### src/rtl/cpu_pkg.sv
// Shared CPU front-end types: address width, reset PC, instruction word and fetch entry.
package cpu_pkg;

    localparam int XLEN = 32;
    localparam logic [XLEN-1:0] RESET_PC = '0;

    typedef logic [31:0] instr_t;

    typedef struct packed {
        instr_t            instr;
        logic [XLEN-1:0]   pc;
    } fetch_entry_t;

endpackage

### src/rtl/ifq_fifo.sv
// Circular entry store for the fetch queue: push at tail, pop at head, flush empties it.
// The head entry is read combinationally so a pushed entry is visible the next cycle.
module ifq_fifo #(
    parameter int  DEPTH = 4,
    parameter type entry_t = cpu_pkg::fetch_entry_t,
    localparam int PTR_W = $clog2(DEPTH),
    localparam int CNT_W = PTR_W + 1
) (
    input  logic             clk,
    input  logic             srst,
    input  logic             flush,
    input  logic             push,
    input  entry_t           push_data,
    input  logic             pop,
    output entry_t           head_data,
    output logic [CNT_W-1:0] occupancy
);

    logic [PTR_W-1:0] wr_ptr_q, wr_ptr_d;
    logic [PTR_W-1:0] rd_ptr_q, rd_ptr_d;
    logic [CNT_W-1:0] count_q, count_d;
    entry_t           mem_q [DEPTH];

    always_comb begin
        wr_ptr_d = wr_ptr_q;
        rd_ptr_d = rd_ptr_q;
        count_d  = count_q;
        if (flush) begin
            wr_ptr_d = '0;
            rd_ptr_d = '0;
            count_d  = '0;
        end else begin
            // Pointers are PTR_W bits wide, so they wrap modulo DEPTH naturally.
            if (push) wr_ptr_d = wr_ptr_q + PTR_W'(1);
            if (pop)  rd_ptr_d = rd_ptr_q + PTR_W'(1);
            count_d = count_q + CNT_W'(push) - CNT_W'(pop);
        end
    end

    always_ff @(posedge clk) begin
        if (srst) begin
            wr_ptr_q <= '0;
            rd_ptr_q <= '0;
            count_q  <= '0;
        end else begin
            wr_ptr_q <= wr_ptr_d;
            rd_ptr_q <= rd_ptr_d;
            count_q  <= count_d;
        end
    end

    for (genvar gi = 0; gi < DEPTH; gi++) begin : g_entry
        always_ff @(posedge clk) begin
            if (push && !flush && (wr_ptr_q == PTR_W'(gi))) begin
                mem_q[gi] <= push_data;
            end
        end
    end

    assign head_data = mem_q[rd_ptr_q];
    assign occupancy = count_q;

endmodule

### src/rtl/ifetch_queue.sv
// Instruction fetch queue: issues sequential fetches, tracks outstanding/stale beats across
// redirects, buffers returned words for decode. Optional same-cycle bypass: IFQ_BYPASS_EN.
module ifetch_queue
    import cpu_pkg::instr_t;
#(
    parameter int              XLEN     = cpu_pkg::XLEN,
    parameter int              DEPTH    = 4,
    parameter logic [XLEN-1:0] RESET_PC = cpu_pkg::RESET_PC,
    localparam int             CNT_W    = $clog2(DEPTH) + 1
) (
    input  logic             CLK,
    input  logic             Reset,
    output logic             imem_req_valid,
    input  logic             imem_req_ready,
    output logic [XLEN-1:0]  imem_req_addr,
    input  logic             imem_rsp_valid,
    input  logic [31:0]      imem_rsp_data,
    output logic             dec_valid,
    input  logic             dec_ready,
    output logic [31:0]      dec_instr,
    output logic [XLEN-1:0]  dec_pc,
    input  logic             redirect_valid,
    input  logic [XLEN-1:0]  redirect_pc,
    output logic [CNT_W-1:0] occupancy
);

    // Stale beats can pile up over several redirects, so this counter has headroom beyond DEPTH.
    localparam int STALE_W = CNT_W + 4;

    typedef struct packed {
        instr_t          instr;
        logic [XLEN-1:0] pc;
    } entry_t;

    logic [XLEN-1:0]    fetch_pc_q, fetch_pc_d;
    logic [XLEN-1:0]    rsp_pc_q, rsp_pc_d;
    logic [CNT_W-1:0]   outstanding_q, outstanding_d;
    logic [STALE_W-1:0] stale_q, stale_d;

    logic [CNT_W-1:0] fifo_occ;
    logic [CNT_W:0]   inflight;
    logic             req_fire, rsp_stale, rsp_live, rsp_counted;
    logic             bypass, push, pop;
    entry_t           push_entry, head_entry;
    logic [XLEN-1:0]  redirect_aligned;

    assign inflight         = {1'b0, fifo_occ} + {1'b0, outstanding_q};
    assign imem_req_valid   = (inflight < (CNT_W + 1)'(DEPTH)) && !redirect_valid;
    assign imem_req_addr    = fetch_pc_q;
    assign req_fire         = imem_req_valid && imem_req_ready;
    assign redirect_aligned = redirect_pc & ~XLEN'(3);

    // Beats owed to an abandoned stream are always older than live ones, so they drain first.
    assign rsp_stale   = imem_rsp_valid && (stale_q != '0);
    assign rsp_live    = imem_rsp_valid && (stale_q == '0) && (outstanding_q != '0);
    assign rsp_counted = rsp_stale || rsp_live;

`ifdef IFQ_BYPASS_EN
    assign bypass = rsp_live && (fifo_occ == '0) && dec_ready && !redirect_valid;
`else
    assign bypass = 1'b0;
`endif

    assign push = rsp_live && !redirect_valid && !bypass;
    assign pop  = (fifo_occ != '0) && dec_ready && !redirect_valid;

    always_comb begin
        push_entry       = '0;
        push_entry.instr = imem_rsp_data;
        push_entry.pc    = rsp_pc_q;
    end

    ifq_fifo #(
        .DEPTH   (DEPTH),
        .entry_t (entry_t)
    ) u_fifo (
        .clk       (CLK),
        .srst      (Reset),
        .flush     (redirect_valid),
        .push      (push),
        .push_data (push_entry),
        .pop       (pop),
        .head_data (head_entry),
        .occupancy (fifo_occ)
    );

    assign occupancy = fifo_occ;
    assign dec_valid = !redirect_valid && ((fifo_occ != '0) || bypass);

    always_comb begin
        dec_instr = '0;
        dec_pc    = '0;
        if (fifo_occ != '0) begin
            dec_instr = head_entry.instr;
            dec_pc    = head_entry.pc;
        end else if (bypass) begin
            dec_instr = imem_rsp_data;
            dec_pc    = rsp_pc_q;
        end
    end

    always_comb begin
        fetch_pc_d    = fetch_pc_q;
        rsp_pc_d      = rsp_pc_q;
        outstanding_d = outstanding_q;
        stale_d       = stale_q;
        if (redirect_valid) begin
            // Everything still in flight becomes stale; a beat landing now is already accounted for.
            fetch_pc_d    = redirect_aligned;
            rsp_pc_d      = redirect_aligned;
            outstanding_d = '0;
            stale_d       = stale_q + STALE_W'(outstanding_q) - STALE_W'(rsp_counted);
        end else begin
            if (req_fire) fetch_pc_d = fetch_pc_q + XLEN'(4);
            outstanding_d = outstanding_q + CNT_W'(req_fire) - CNT_W'(rsp_live);
            if (rsp_stale) stale_d = stale_q - STALE_W'(1);
            if (rsp_live)  rsp_pc_d = rsp_pc_q + XLEN'(4);
        end
    end

    always_ff @(posedge CLK) begin
        if (Reset) begin
            fetch_pc_q    <= RESET_PC;
            rsp_pc_q      <= RESET_PC;
            outstanding_q <= '0;
            stale_q       <= '0;
        end else begin
            fetch_pc_q    <= fetch_pc_d;
            rsp_pc_q      <= rsp_pc_d;
            outstanding_q <= outstanding_d;
            stale_q       <= stale_d;
        end
    end

endmodule
### config.mk
export PLATFORM = sky130hd
export DESIGN_NAME = ifetch_queue
export DESIGN_NICKNAME = d
export VERILOG_FILES = /design/src/rtl/cpu_pkg.sv /design/src/rtl/ifq_fifo.sv /design/src/rtl/ifetch_queue.sv
export SDC_FILE = /design/constraint.sdc
export NUM_CORES = 1
export LEC_CHECK = 0
export CORE_MARGIN = 5
export CORE_UTILIZATION = 25
export DETAILED_ROUTE_END_ITERATION = 16
export PLACE_DENSITY = 0.52
export RECOVER_POWER = 50
export SYNTH_ARGS = -nofsm -noshare
export SYNTH_HDL_FRONTEND = slang
export SYNTH_HIERARCHICAL = 1
export SYNTH_SLANG_ARGS = --single-unit
### constraint.sdc
create_clock -name CLK -period 3.25 [get_ports CLK]
set_input_delay 0.325 -clock CLK [delete_from_list [all_inputs] [get_ports CLK]]
set_output_delay 0.325 -clock CLK [all_outputs]
set_load 0.1 [all_outputs]
* Yosys cells after proc, flatten, opt, wreduce, memory -nomap -nowiden
Memories as Yosys holds them, arrays and structs flattened. A register that Yosys moved wholly into a read port is not among the register bits.
Index checks and enable logic that the tools add are counted.
** Word-level totals
- Input port bits :: 70
- Output and inout bits :: 101
- Logic and storage cells :: 81
- Memories :: 1
- Bits in registers :: 81
- Memory bits (writable) :: 256
** Cells by class
- Multiplexer cells :: 27
- $lt $le $gt $ge :: 1
- Equal/unequal tests :: 3
- $add $sub $neg :: 12
- Reduce and logical (&&, ||, !) cells :: 28
** Memories
- u_fifo.mem_q :: words 4, bits a word 64, rd ports 1, clocked after Yosys merged registers in 1, wr ports 1, line ifq_fifo.sv:22 : entry_t mem_q [DEPTH];
** Operator list (count)
- $mux 32 :: 6
- $mux 64 :: 3
- $reduce_or 64->1 :: 3
- $add 32x3->32 const B :: 2
- $logic_and 1x1->1 :: 14
- $mux 7 :: 2
- $mux 1 :: 11
- $mux 2 :: 5
- $add 7x3->7 :: 1
- $logic_not 7->1 :: 1
- $reduce_bool 7->1 :: 1
- $sub 7x1->7 :: 1
- $sub 7x1->7 const B :: 1
- $add 3x1->3 :: 2
- $reduce_bool 2->1 :: 3
- $reduce_bool 3->1 :: 2
- $sub 3x1->3 :: 2
- $add 2x1->2 const B :: 2
- $add 3x3->4 :: 1
- $eq 2x2->1 const B :: 2
- $lt 4x3->1 const B :: 1
- $eq 2x1->1 const B :: 1
- $logic_not 2->1 :: 1
- $reduce_or 2->1 :: 1
- other kinds (2) :: 2

* Logic depth before layout (Yosys ltp)
Gate-level depths: netlist of run 1.
- Depth in word-level cells :: 12
- Gate-level depth with buffers :: 16
- Mapped depth without buffers :: 16

* By module
The synthesis of run 1 kept the hierarchy.
** By module, submodules not included
- ifq_fifo :: times used 1, cells an instance 379, seq. area each 7867.5 sq um, area an instance 9756.9 sq um
- ifetch_queue :: times used 1, cells an instance 571, seq. area each 1401.3 sq um, area an instance 4558.1 sq um

* Least setup slack after synthesis of run 1
Ideal clock, no wire load.
- Path type :: register to register
- From :: register u_fifo.count_q[0] (netlist: u_fifo/occupancy[0])
- To :: register u_fifo.count_q[2] (netlist: u_fifo/occupancy[2])
- Library setup time :: 0.124 ns
- Buffers on the path :: 1
- Period minus slack after synthesis :: 4.043 ns
- Data arrival time :: 3.919 ns
- Stages on the path, launching flop included :: 11
- Data required time :: 3.126 ns
- Slack :: -0.793 ns
- Cells stage by stage :: dfxtp_1 nor3_1 clkbuf_1 nor2_1 and2_1 ha_1 inv_1 ha_1 fa_1 xor3_1 nor2_1
** On the way
- Longest elaborated chain between the ends :: 4
- Elaborated cells between the ends (all ways) :: 5
- Those cells by class :: add/sub (2); reduce/logical (3)
** Ends and longest elaborated chain
- start: declaration :: line ifq_fifo.sv:21 : logic [CNT_W-1:0] count_q, count_d;
- start signal: assignment :: line ifq_fifo.sv:48 : count_q <= count_d;
- $reduce_bool 3->1 :: line ifetch_queue.sv:65 : assign pop = (fifo_occ != '0) && dec_ready && !redirect_valid;
- $logic_and 1x1->1 (2 in series) :: line ifetch_queue.sv:65
- via pop :: line ifetch_queue.sv:43 : logic bypass, push, pop;
- $sub 3x1->3 :: line ifq_fifo.sv:36 : count_d = count_q + CNT_W'(push) - CNT_W'(pop);
The timed path passes the listed nets, and every way through them passes these cells.
A chain may end at the register's enable or synchronous reset.

* Final worst setup path of run 1
- From :: register stale_q[1]
- To :: register stale_q[6]
** On the way
- Longest elaborated chain between the ends :: 6
- Elaborated cells between the ends (all ways) :: 12
- Those cells by class :: add/sub (3); mux (2); reduce/logical (7)
** Ends and longest elaborated chain
- start: declaration :: line ifetch_queue.sv:38 : logic [STALE_W-1:0] stale_q, stale_d;
- start signal: assignment :: line ifetch_queue.sv:131 : stale_q <= stale_d;
- parallel branches: the longest is 6 deep, another holds $add 7x3->7
Parallel ways; which one is timed is not known. The select of a mux whose other input is x is not followed.

==> results of run 1 <==
-- flip-flops by register name, summed over array words and instances, names as in the netlist, named ones only --
register	count
u_fifo/wr_ptr_q	2
u_fifo/rd_ptr_q	2
u_fifo/occupancy	3
rsp_pc_q	30
stale_q	7
imem_req_addr	30
outstanding_q	3
u_fifo/mem_q	256
-- cell usage after synthesis, types with 3 or more instances --
library cell,count
nor2_1,37
xnor2_1,32
clkbuf_1,21
buf_1,4
nor2b_1,65
nand3_1,32
a21oi_1,38
and3_1,11
ha_1,26
a21boi_1,7
xor2_1,34
a211oi_1,5
nand2_1,33
inv_1,54
and4_1,4
mux4_1,4
o21ai_0,7
nor3_1,10
and2_1,9
a21boi_0,37
buf_2,8
o21bai_1,5
a31oi_1,3
o21a_1,7
edfxtp_1,256
buf_12,6
fa_1,3
dfxtp_1,79
nand4_1,21
mux4_2,60
-- cells in the final DEF (no fill, tap or decap), drive strengths merged, types with 33 or more instances in the layout --
master / n
a21boi: 44
a21oi: 38
buf: 114
clkbuf: 50
clkdlybuf4s50: 56
dfxtp: 79
edfxtp: 256
inv: 60
mux4: 64
nand2: 33
nor2: 37
nor2b: 65
xor2: 34
-- critical path, cell delays in order (launching register included) --
cell      delay, ns
dfxtp_2        0.33
inv_2          0.09
ha_4           0.13
and4bb_1       0.24
buf_6          0.11
a21boi_2       0.05
or2_4          0.24
ha_4           0.21
inv_2          0.06
ha_4           0.15
fa_2           0.22
a21oi_2        0.07
or4_4          0.55
o21ai_4        0.08
mux2i_2        0.24
and3_1         0.17
nor3_1         0.05
-- routing by layer --
layer / GRT usage [%] / up-vias
li1: - / 3966
met1: 14.9 / 4172
met2: 18.1 / 176
met3: 2.69 / 47
met4: 2.67 / 0
met5: 0 / -
-- how the worst min path moves through the flow --
| stage | start | to | depth (start not counted) |
|---|---|---|---|
| 2_1_floorplan | imem_rsp_data[0] | u_fifo/mem_q[0][32] | 0 |
| 3_3_place_gp | u_fifo/rd_ptr_q[1] | flip-flop | 2 |
| 3_5_place_dp | imem_req_addr[3] | imem_req_addr[3] | 2 |
| 4_1_cts | redirect_valid | rsp_pc_q[7] | 2 |
| 5_1_grt | redirect_valid | rsp_pc_q[7] | 2 |
| 6_report | redirect_valid | rsp_pc_q[7] | 2 |
-- stage by stage --
| stage | setup TNS [ns] | std cells |
|---|---|---|
| floorplan | -1.78 | 959 |
| global placement | -0.155 | 1874 |
| detailed placement | -0.115 | 1874 |
| CTS | 0 | 1944 |
| global route | 0 | 1948 |
| finish | 0 | 1948 |
-- logic make-up after synthesis --
kind of cell / share of synthesized area [%]
AOI/OAI and AO/OA: 5.21
other: 0.0262
adders and majority gates: 2.69
DFF: 64.7
buffers and inverters: 3.54
muxes: 10.3
and+or+nand+nor: 9.26
xor gates and xnor gates: 4.20
-- report_power, final --
part	internal (mW)	switching, mW
clock	2.55	1.76
sequential	4.70	0.118
combinational	0.572	0.753
total	7.82	2.63
-- area by class of cell --
type / count / area share, %
clock inverter: 25 / 1.42
tap: 756 / 5.18
multi-input combinational: 524 / 25.6
sequential: 335 / 50.8
inverter: 56 / 1.16
timing repair buffer: 207 / 10.4
clock buffer: 45 / 5.46
-- timing repair --
action | CTS | global route
setup endpoints to repair | 0 | 1
buffers inserted | 0 | 4
gates resized for setup | 0 | 24
==> impl_metrics.csv, run 1 <==
group,metric,value,unit
synth,synth_top_flop_cell,"edfxtp_1",
grt,grt_antenna_before_repair,0,
clock_tree,cts_inserted_buffers,39,
die,core_region_area,0.0566,mm²
placed_design,place.detailed.hpwl,23.6,mm
clock_tree,cts_hold_repair.buffers,0,
detailed_routing,finalWirelength,34.9,mm
detailed_routing,number_of_iterations_in_the_first_detailed_routing_pass,4,
critical_path,worst-endpoint-arrival,3.52,ns
grt,grt_pass1_vias,8846,
critical_path,worstPathRequired,3.65,ns
grt,globalRouteOverflowTotal,0,
detailed_routing,met3_length,1.72,mm
power_and_ir_drop,pwr_density_cell,572,mW/mm²
timing,final.period_utilization,96.1,%
die,rows,87,
detailed_routing,m1WireLength,16.1,mm
detailed_routing,detailedRoute.firstIterationViolations,400,
die,die_height,249,µm
power_and_ir_drop,power_leakage,6.19,nW
synth,synth_area_per_cell,15.1,µm²
timing,max-slew-margin-rel,17.7,%
worst_hold_path,holdCritPathClass,"input pin to flip-flop",
critical_path,worst_setup_path_startpoint,"stale_q[1]",
synth,yosys.area.top_type_share,53.7,%
synth,synth_cells,950,
clock_tree,tritoncts,"done",
timing,grt_setup_unrepaired,"no",
critical_path,reg2regPathDepth,16,
detailed_routing,met2WireLength,16.5,mm
placed_design,port-buffer-count,166,
timing,min_period,3.12,ns
clock_tree,clock-sinks,335,
critical_path,critical_path.endpoint,"stale_q[6]",
timing,tightestPinTransition,1.24,ns
outcome,outcome,"finished clean",
synth,synth.yosys.warnings,6,
grt,largest_net_degree_at_the_start_of_global_routing,65,
layout,sequential_cell_area,0.00928,mm²
critical_path,endpoint_kind,"flip-flop",
critical_path,critical_path_class,"flip-flop to flip-flop",
grt,grtUsageTotal,11.1,%
detailed_routing,top_signal_layer_used,"met4",
critical_path,timing.critical_path.from_type,"flip-flop",
timing,timing.final.hold_violations,0,
clock_tree,h_tree_depth,2,
synth,post_synth_main_area_contributors,"edfxtp_1 54%, dfxtp_1 11%, mux4_2 9.4%, nor2b_1 2.8%, ha_1 2.3%",
die,boundaryPins,171,
critical_path,crit-reg2reg-capture,"stale_q[6]",
die,die-width,249,µm
power_and_ir_drop,total_power,10.4,mW
clock_tree,cts.clk_slew.worst_paths,0.06,ns
synth,yosys.area.top_type,"edfxtp_1",
synth,synth_edf_count,256,
layout,final_util,32.3,%
detailed_routing,remaining_drc_errors,0,
layout,fillcell_total,5665,
detailed_routing,ant_nets,0,
critical_path,worstReg2RegStart,"stale_q[1]",
synth,syn-cell-area,0.0143,mm²
layout,final_layout_size_suffix_gt1_share,22.7,%
power_and_ir_drop,vdd_drop_max,0.000289,V
timing,fmax,0.320,GHz
grt,grt_first_pass_wirelength,53.9,mm
clock_tree,cts-root-buf,"clkbuf_16",
detailed_routing,detail_route.wl_per_cell,17.9,µm
clock_tree,clock_insertion_delay_worst_skew,0.54,ns
placed_design,dpl-instance-area,0.0169,mm²
die,initial_util,25.3,%
timing,worst_path_setup_slack_after_routing,0.128,ns
synth,synth.ff_latch_count,335,
critical_path,timing.reg2reg.setup_slack,0.13,ns
timing,setup_viol,0,
timing,clock_skew,0.0193,ns
synth,ys_types,54,
detailed_routing,dr_total_vias,8361,
layout,number_of_nets_in_the_layout,1262,
timing,whs,0.161,ns
clock_tree,clock_tree.buffer_depth,3,
placed_design,post-place-ws,-0.115,ns
die,fp.dieArea,0.0621,mm²
placed_design,gpl.final_weighted_congestion,0.791,
layout,final_cell_area,0.0183,mm²
layout,layout-area-overhead-vs-synth,27.7,%
layout,combined_area_of_the_multi_input_logic_cells,0.00468,mm²
critical_path,timing.critical_path.fanout_max,3,
synth,async_flop_share,0,%
timing,final-max-slew-violation-count,0,
layout,antennaDiodeCount,0,
synth,synth.yosys.seq_area_share,64.7,%
run,maxCapViolations,0,
detailed_routing,via_per_inst,4.29,
(Power assumes the default switching activity.)
==> run 2: changes to the inputs <==
--- a/config.mk
+++ b/config.mk
@@ -8,6 +8,7 @@
 export CORE_MARGIN = 5
 export CORE_UTILIZATION = 25
 export DETAILED_ROUTE_END_ITERATION = 16
+export MAX_ROUTING_LAYER = met4
 export PLACE_DENSITY = 0.52
 export RECOVER_POWER = 50
 export SYNTH_ARGS = -nofsm -noshare
==> run 2 against run 1 <==
Sequential share of layout area stayed put. Register-to-register slack hardly changed. Maximum frequency hardly changed. Worst hold slack better by 0.0062 ns. Global-route usage is 0.32 points higher. Clock-buffer cell count stayed put. Die area stayed put. Cell count stayed put. Wire length hardly changed. Combinational power hardly changed. Non-clock buffer count stayed put. Sequential power hardly changed. Critical endpoint unchanged. Largest cell class unchanged.
==> impl_metrics.csv, run 2 (synthesized netlist as in run 1, its figures left out) <==
group,metric,value,unit
power_and_ir_drop,power_leakage,6.19,nW
critical_path,crit_chain,"inv_2 > ha_4 > and4bb_1 > buf_6 > a21boi_2 > or2_4 > ha_4 > inv_2 > ha_4 > fa_2 > a21oi_2 > or4_4 > o21ai_4 > mux2i_2 > and3_1 > nor3_1",
clock_tree,clock_insertion_delay_worst_skew,0.54,ns
placed_design,place.detailed.hpwl,23.6,mm
layout,final_cell_area,0.0183,mm²
grt,globalRouteOverflowTotal,0,
worst_hold_path,holdCritPathClass,"input pin to flip-flop",
layout,antennaDiodeCount,0,
clock_tree,clock-sinks,335,
layout,largest_reg_flops,256,
critical_path,worstPathRequired,3.65,ns
clock_tree,cts_inserted_buffers,39,
die,boundaryPins,171,
die,fp.dieArea,0.0621,mm²
placed_design,gpl.final_weighted_congestion,0.802,
timing,final-max-slew-violation-count,0,
critical_path,critical_path.most_common_cell,"ha_4",
layout,layout.cells.most_common,"edfxtp_1",
timing,fmax,0.320,GHz
worst_hold_path,holdCritStartpoint,"redirect_valid",
die,rows,87,
worst_hold_path,worst_hold_path_endpoint,"rsp_pc_q[7]",
grt,grt.met1_usage,15.1,%
clock_tree,clock_tree.buffer_depth,3,
critical_path,critical_path_class,"flip-flop to flip-flop",
critical_path,endpoint_kind,"flip-flop",
timing,max-slew-margin-rel,17.9,%
timing,timing.final.hold_violations,0,
timing,whs,0.167,ns
grt,global_route.peak_usage_layer,"met2",
timing,clock_skew,0.0185,ns
grt,grt_first_pass_wirelength,53.8,mm
die,die_height,249,µm
timing,final.period_utilization,96.1,%
critical_path,timing.critical_path.from_type,"flip-flop",
outcome,outcome,"finished clean",
layout,largest_register,"u_fifo/mem_q",
critical_path,crit_buf_inv,3,
placed_design,dpl-instance-area,0.0169,mm²
timing,min_period,3.12,ns
detailed_routing,finalWirelength,35.0,mm
power_and_ir_drop,pwr_density_cell,572,mW/mm²
detailed_routing,number_of_iterations_in_the_first_detailed_routing_pass,4,
critical_path,critPathSlowestCell,"or4_4",
timing,grt_setup_unrepaired,"no",
layout,fillcell_total,5665,
clock_tree,cts.clk_slew.worst_paths,0.06,ns
layout,final_cell_mix,"256 x edfxtp_1, 100 x buf_4, 76 x dfxtp_1",
die,core_region_area,0.0566,mm²
critical_path,crit-reg2reg-capture,"stale_q[6]",
grt,largest_net_degree_at_the_start_of_global_routing,65,
timing,setup_viol,0,
die,die-width,249,µm
detailed_routing,remaining_drc_errors,0,
detailed_routing,dr_total_vias,8373,
detailed_routing,detailedRoute.firstIterationViolations,384,
layout,final_layout_size_suffix_gt1_share,22.7,%
timing,tightestPinTransition,1.24,ns
grt,grt_pass1_vias,8843,
layout,number_of_nets_in_the_layout,1262,
critical_path,timing.critical_path.fanout_max,3,
critical_path,reg2regPathDepth,16,
power_and_ir_drop,vdd_drop_max,0.000288,V
critical_path,max_stage_delay,0.55,ns
layout,layout-area-overhead-vs-synth,27.7,%
die,initial_util,25.3,%
grt,global_route.usage.met2,18.1,%
clock_tree,cts-root-buf,"clkbuf_16",
detailed_routing,via_per_inst,4.30,
critical_path,critical_path.top_delay_family,"simple AND/OR/NAND/NOR gates",
grt,grt_antenna_before_repair,0,
detailed_routing,ant_nets,0,
clock_tree,tritoncts,"done",
critical_path,timing.reg2reg.setup_slack,0.13,ns
placed_design,port-buffer-count,166,
worst_hold_path,hold-path-cell-count,2,
detailed_routing,detail_route.wl_per_cell,18.0,µm
grt,met3_usage,2.45,%
grt,grtUsageTotal,11.4,%
clock_tree,h_tree_depth,2,
critical_path,worstReg2RegStart,"stale_q[1]",
critical_path,worst-endpoint-arrival,3.52,ns
run,maxCapViolations,0,
-- run 2: timing repair --
item / CTS / global route
hold buffers: 0 / 0
endpoints found under the setup margin: 0 / 1
gates resized for setup: 0 / 24
buffers inserted: 0 / 4
-- run 2: area by class of cell --
class | instances | area [µm²] | area share, %
multi-input combinational | 524 | 4680 | 25.6
inverter | 56 | 211 | 1.16
timing repair buffer | 207 | 1910 | 10.4
clock inverter | 25 | 260 | 1.42
clock buffer | 45 | 998 | 5.46
sequential | 335 | 9280 | 50.8
tap | 756 | 946 | 5.18
-- run 2: metrics by stage --
| step | setup TNS, ns | std cells | total power, mW | utilization [%] | worst slack (ns) |
|---|---|---|---|---|---|
| floorplan | -1.78 | 959 | 5.69 | - | -0.0357 |
| global placement | -0.155 | 1874 | 6.10 | 29.9 | -0.155 |
| detailed placement | -0.115 | 1874 | 6.11 | 29.9 | -0.115 |
| CTS | 0 | 1944 | 10.5 | 32.1 | 0.0163 |
| global route | 0 | 1948 | 10.9 | 32.3 | 0.00612 |
| finish | 0 | 1948 | 10.4 | 32.3 | 0.127 |
-- run 2: worst max path at each step --
stage | startpoint | endpoint | slack, ns | depth (start not counted)
final | stale_q[1] | stale_q[6] | 0.13 | 16
after CTS | stale_q[1] | stale_q[6] | 0.02 | 16
after global placement | imem_rsp_valid | stale_q[6] | -0.16 | 15
after detailed placement | imem_rsp_valid | stale_q[6] | -0.12 | 15
after floorplan | u_fifo/occupancy[0] | dec_instr[12] | -0.04 | 4
after global routing | stale_q[1] | stale_q[6] | 0.006 | 16
-- run 2: worst reg2reg max path, cell delays in order (launching register included) --
cell,delay [ns]
dfxtp_2,0.33
inv_2,0.09
ha_4,0.13
and4bb_1,0.24
buf_6,0.11
a21boi_2,0.05
or2_4,0.24
ha_4,0.21
inv_2,0.06
ha_4,0.15
fa_2,0.22
a21oi_2,0.07
or4_4,0.55
o21ai_4,0.08
mux2i_2,0.24
and3_1,0.17
nor3_1,0.05
-- run 2: routing by layer --
layer	share of wire, %	wire (µm)
met1	46	16200
met2	47	16500
met3	4.6	1620
met4	1.8	639
met5	0	0
-- run 2: power breakdown --
group	internal [mW]	switching [mW]	total (mW)	leakage, nW
clock	2.55	1.75	4.30	0.612
combinational	0.572	0.754	1.33	2.61
sequential	4.70	0.119	4.82	2.97
total	7.82	2.63	10.4	6.19
==> run 3: changes to the inputs <==
--- a/config.mk
+++ b/config.mk
@@ -5,11 +5,13 @@
 export SDC_FILE = /design/constraint.sdc
 export NUM_CORES = 1
 export LEC_CHECK = 0
+export CELL_PAD_IN_SITES_DETAIL_PLACEMENT = 1
+export CELL_PAD_IN_SITES_GLOBAL_PLACEMENT = 2
 export CORE_MARGIN = 5
 export CORE_UTILIZATION = 25
 export DETAILED_ROUTE_END_ITERATION = 16
 export MAX_ROUTING_LAYER = met4
-export PLACE_DENSITY = 0.52
+export PLACE_DENSITY = 0.64
 export RECOVER_POWER = 50
 export SYNTH_ARGS = -nofsm -noshare
 export SYNTH_HDL_FRONTEND = slang
==> run 3 against run 2 <==
Core utilization increased by 0.20 points. Global-route usage up 0.66 points. Clock-buffer cell count up 10. First-iteration DRC count shrank 20%. Maximum frequency about the same. Critical path type unchanged. Critical endpoint unchanged. Worst hold slack gained 0.14 ns. Register-to-register slack barely moved. Sequential share of layout area shrank 0.30 points. Clock power increased by 6.7%. Critical path depth stayed put.
==> impl_metrics.csv, run 3 (synthesized netlist as in run 1, its figures left out) <==
group,metric,value,unit
detailed_routing,number_of_iterations_in_the_first_detailed_routing_pass,4,
critical_path,critPathSlowestCell,"or4_4",
clock_tree,tritoncts,"done",
timing,setup_viol,0,
critical_path,worst_setup_path_startpoint,"stale_q[0]",
grt,globalRouteOverflowTotal,0,
detailed_routing,via_per_inst,4.28,
critical_path,critical_path.endpoint,"stale_q[6]",
critical_path,endpoint_kind,"flip-flop",
timing,max-slew-margin-rel,30.9,%
critical_path,crit_chain,"inv_1 > ha_1 > and4bb_2 > nand3_2 > clkinv_2 > or2_4 > ha_4 > inv_2 > ha_4 > fa_2 > a21oi_2 > or4_4 > o21ai_4 > mux2i_1 > and3_1 > nor3_1",
die,rows,87,
die,die-width,249,µm
layout,antennaDiodeCount,0,
timing,final-max-slew-violation-count,0,
critical_path,worst-endpoint-arrival,3.54,ns
timing,final.period_utilization,96.1,%
placed_design,gpl.final_weighted_congestion,0.729,
detailed_routing,remaining_drc_errors,0,
die,boundaryPins,171,
detailed_routing,detailedRoute.firstIterationViolations,306,
layout,final_layout_size_suffix_gt1_share,23.4,%
layout,layout-area-overhead-vs-synth,28.5,%
power_and_ir_drop,vdd_drop_max,0.000317,V
clock_tree,cts-root-buf,"clkbuf_16",
detailed_routing,dr_total_vias,8360,
run,maxCapViolations,0,
clock_tree,clock_insertion_delay_worst_skew,0.55,ns
grt,global_route.peak_usage_layer,"met2",
power_and_ir_drop,power_leakage,6.28,nW
timing,min_period,3.12,ns
detailed_routing,finalWirelength,37.1,mm
critical_path,worstReg2RegStart,"stale_q[0]",
layout,layout.cells.most_common,"edfxtp_1",
timing,clock_skew,0.0217,ns
critical_path,max_stage_delay,0.55,ns
die,initial_util,25.3,%
worst_hold_path,holdCritPathClass,"input pin to flip-flop",
critical_path,crit-reg2reg-capture,"stale_q[6]",
layout,combined_area_of_the_multi_input_logic_cells,0.00466,mm²
grt,grt_first_pass_wirelength,56.7,mm
grt,grt_antenna_before_repair,0,
grt,global_route.usage.met2,19.3,%
die,die_height,249,µm
power_and_ir_drop,total_power,10.7,mW
grt,largest_net_degree_at_the_start_of_global_routing,65,
timing,timing.final.hold_violations,0,
layout,final_cell_area,0.0184,mm²
outcome,outcome,"finished clean",
critical_path,timing.critical_path.from_type,"flip-flop",
die,fp.dieArea,0.0621,mm²
clock_tree,cts_hold_repair.buffers,0,
timing,tightestPinTransition,1.03,ns
power_and_ir_drop,pwr_density_cell,584,mW/mm²
critical_path,reg2regPathDepth,16,
clock_tree,h_tree_depth,2,
detailed_routing,detail_route.wl_per_cell,19.0,µm
placed_design,port-buffer-count,166,
layout,fillcell_total,5972,
critical_path,critical_path_class,"flip-flop to flip-flop",
critical_path,worstPathRequired,3.67,ns
layout,largest_register,"u_fifo/mem_q",
placed_design,dpl-instance-area,0.0169,mm²
layout,number_of_nets_in_the_layout,1262,
layout,final_cell_mix,"256 x edfxtp_1, 108 x buf_4, 73 x dfxtp_1",
layout,layoutNonFillerInstCount,1951,
placed_design,place.detailed.instances,1874,
layout,sequential_cell_area,0.00928,mm²
layout,largest_reg_flops,256,
clock_tree,clock_tree.buffer_depth,3,
clock_tree,cts.clk_slew.worst_paths,0.06,ns
critical_path,timing.critical_path.fanout_max,3,
clock_tree,clock-sinks,335,
clock_tree,cts_inserted_buffers,40,
grt,met3_usage,3.37,%
grt,grt.met1_usage,15.4,%
placed_design,place.detailed.hpwl,24.9,mm
critical_path,timing.reg2reg.setup_slack,0.13,ns
grt,grtUsageTotal,12.1,%
timing,fmax,0.320,GHz
critical_path,critical_path.most_common_cell,"ha_4",
die,core_region_area,0.0566,mm²
detailed_routing,ant_nets,0,
grt,grt_pass1_vias,9221,
## run 3: area by class of cell
type	count	share of cell area [%]
Inverter	56	1.15
Clock inverter	19	1.29
Clock buffer	55	6.14
Multi-Input combinational cell	524	25.3
Tap cell	756	5.14
Sequential cell	335	50.5
Timing Repair Buffer	206	10.5
## run 3: what timing repair did
action | CTS | global route
setup endpoints to repair | 1 | 1
pin swaps | 1 | 6
resized for setup | 7 | 15
setup buffers | 1 | 2
## run 3: routing by layer
metal  wire (µm)  part of all wire, %  vias up
li1            -                    -     3959
met1       17000                   46     4198
met2       17600                   47      165
met3        1900                  5.1       38
met4         543                  1.5        0
met5           0                    0        -
## run 3: power by group
part / leakage [nW] / total, mW / internal [mW] / switching, mW
sequential: 2.97 / 4.82 / 4.70 / 0.119
clock: 0.673 / 4.59 / 2.84 / 1.75
combinational: 2.63 / 1.34 / 0.565 / 0.773
## run 3: worst min-delay path by stage
stage	slack, ns	startpoint	depth (start not counted)	end
floorplan	0.42	imem_rsp_data[0]	0	u_fifo/mem_q[0][32]
global placement	0.51	u_fifo/rd_ptr_q[1]	2	flip-flop
detailed placement	0.53	u_fifo/rd_ptr_q[1]	2	flip-flop
CTS	0.28	redirect_valid	3	flip-flop
global route	0.31	redirect_valid	3	rsp_pc_q[2]
finish	0.30	redirect_valid	3	rsp_pc_q[2]
## run 3: critical path: cells and delay by family, from the launching register on
family          cells  cell delay, ns
flops               1            0.32
compound gates      2            0.15
simple gates        6            1.36
mux                 1            0.24
fa+ha+maj           4            0.75
buf+inv             3            0.17
## run 3: through the flow
step                      util, %  worst slack, ns  hold WS (ns)  TNS (ns)
after global routing         32.5         -0.00764         0.314  -0.00764
after floorplan                 -          -0.0357         0.424     -1.78
after global placement       29.9           -0.162         0.514    -0.162
final                        32.5            0.126         0.305         0
after detailed placement     29.9           -0.189         0.527    -0.189
after CTS                    32.4          0.00586         0.283         0
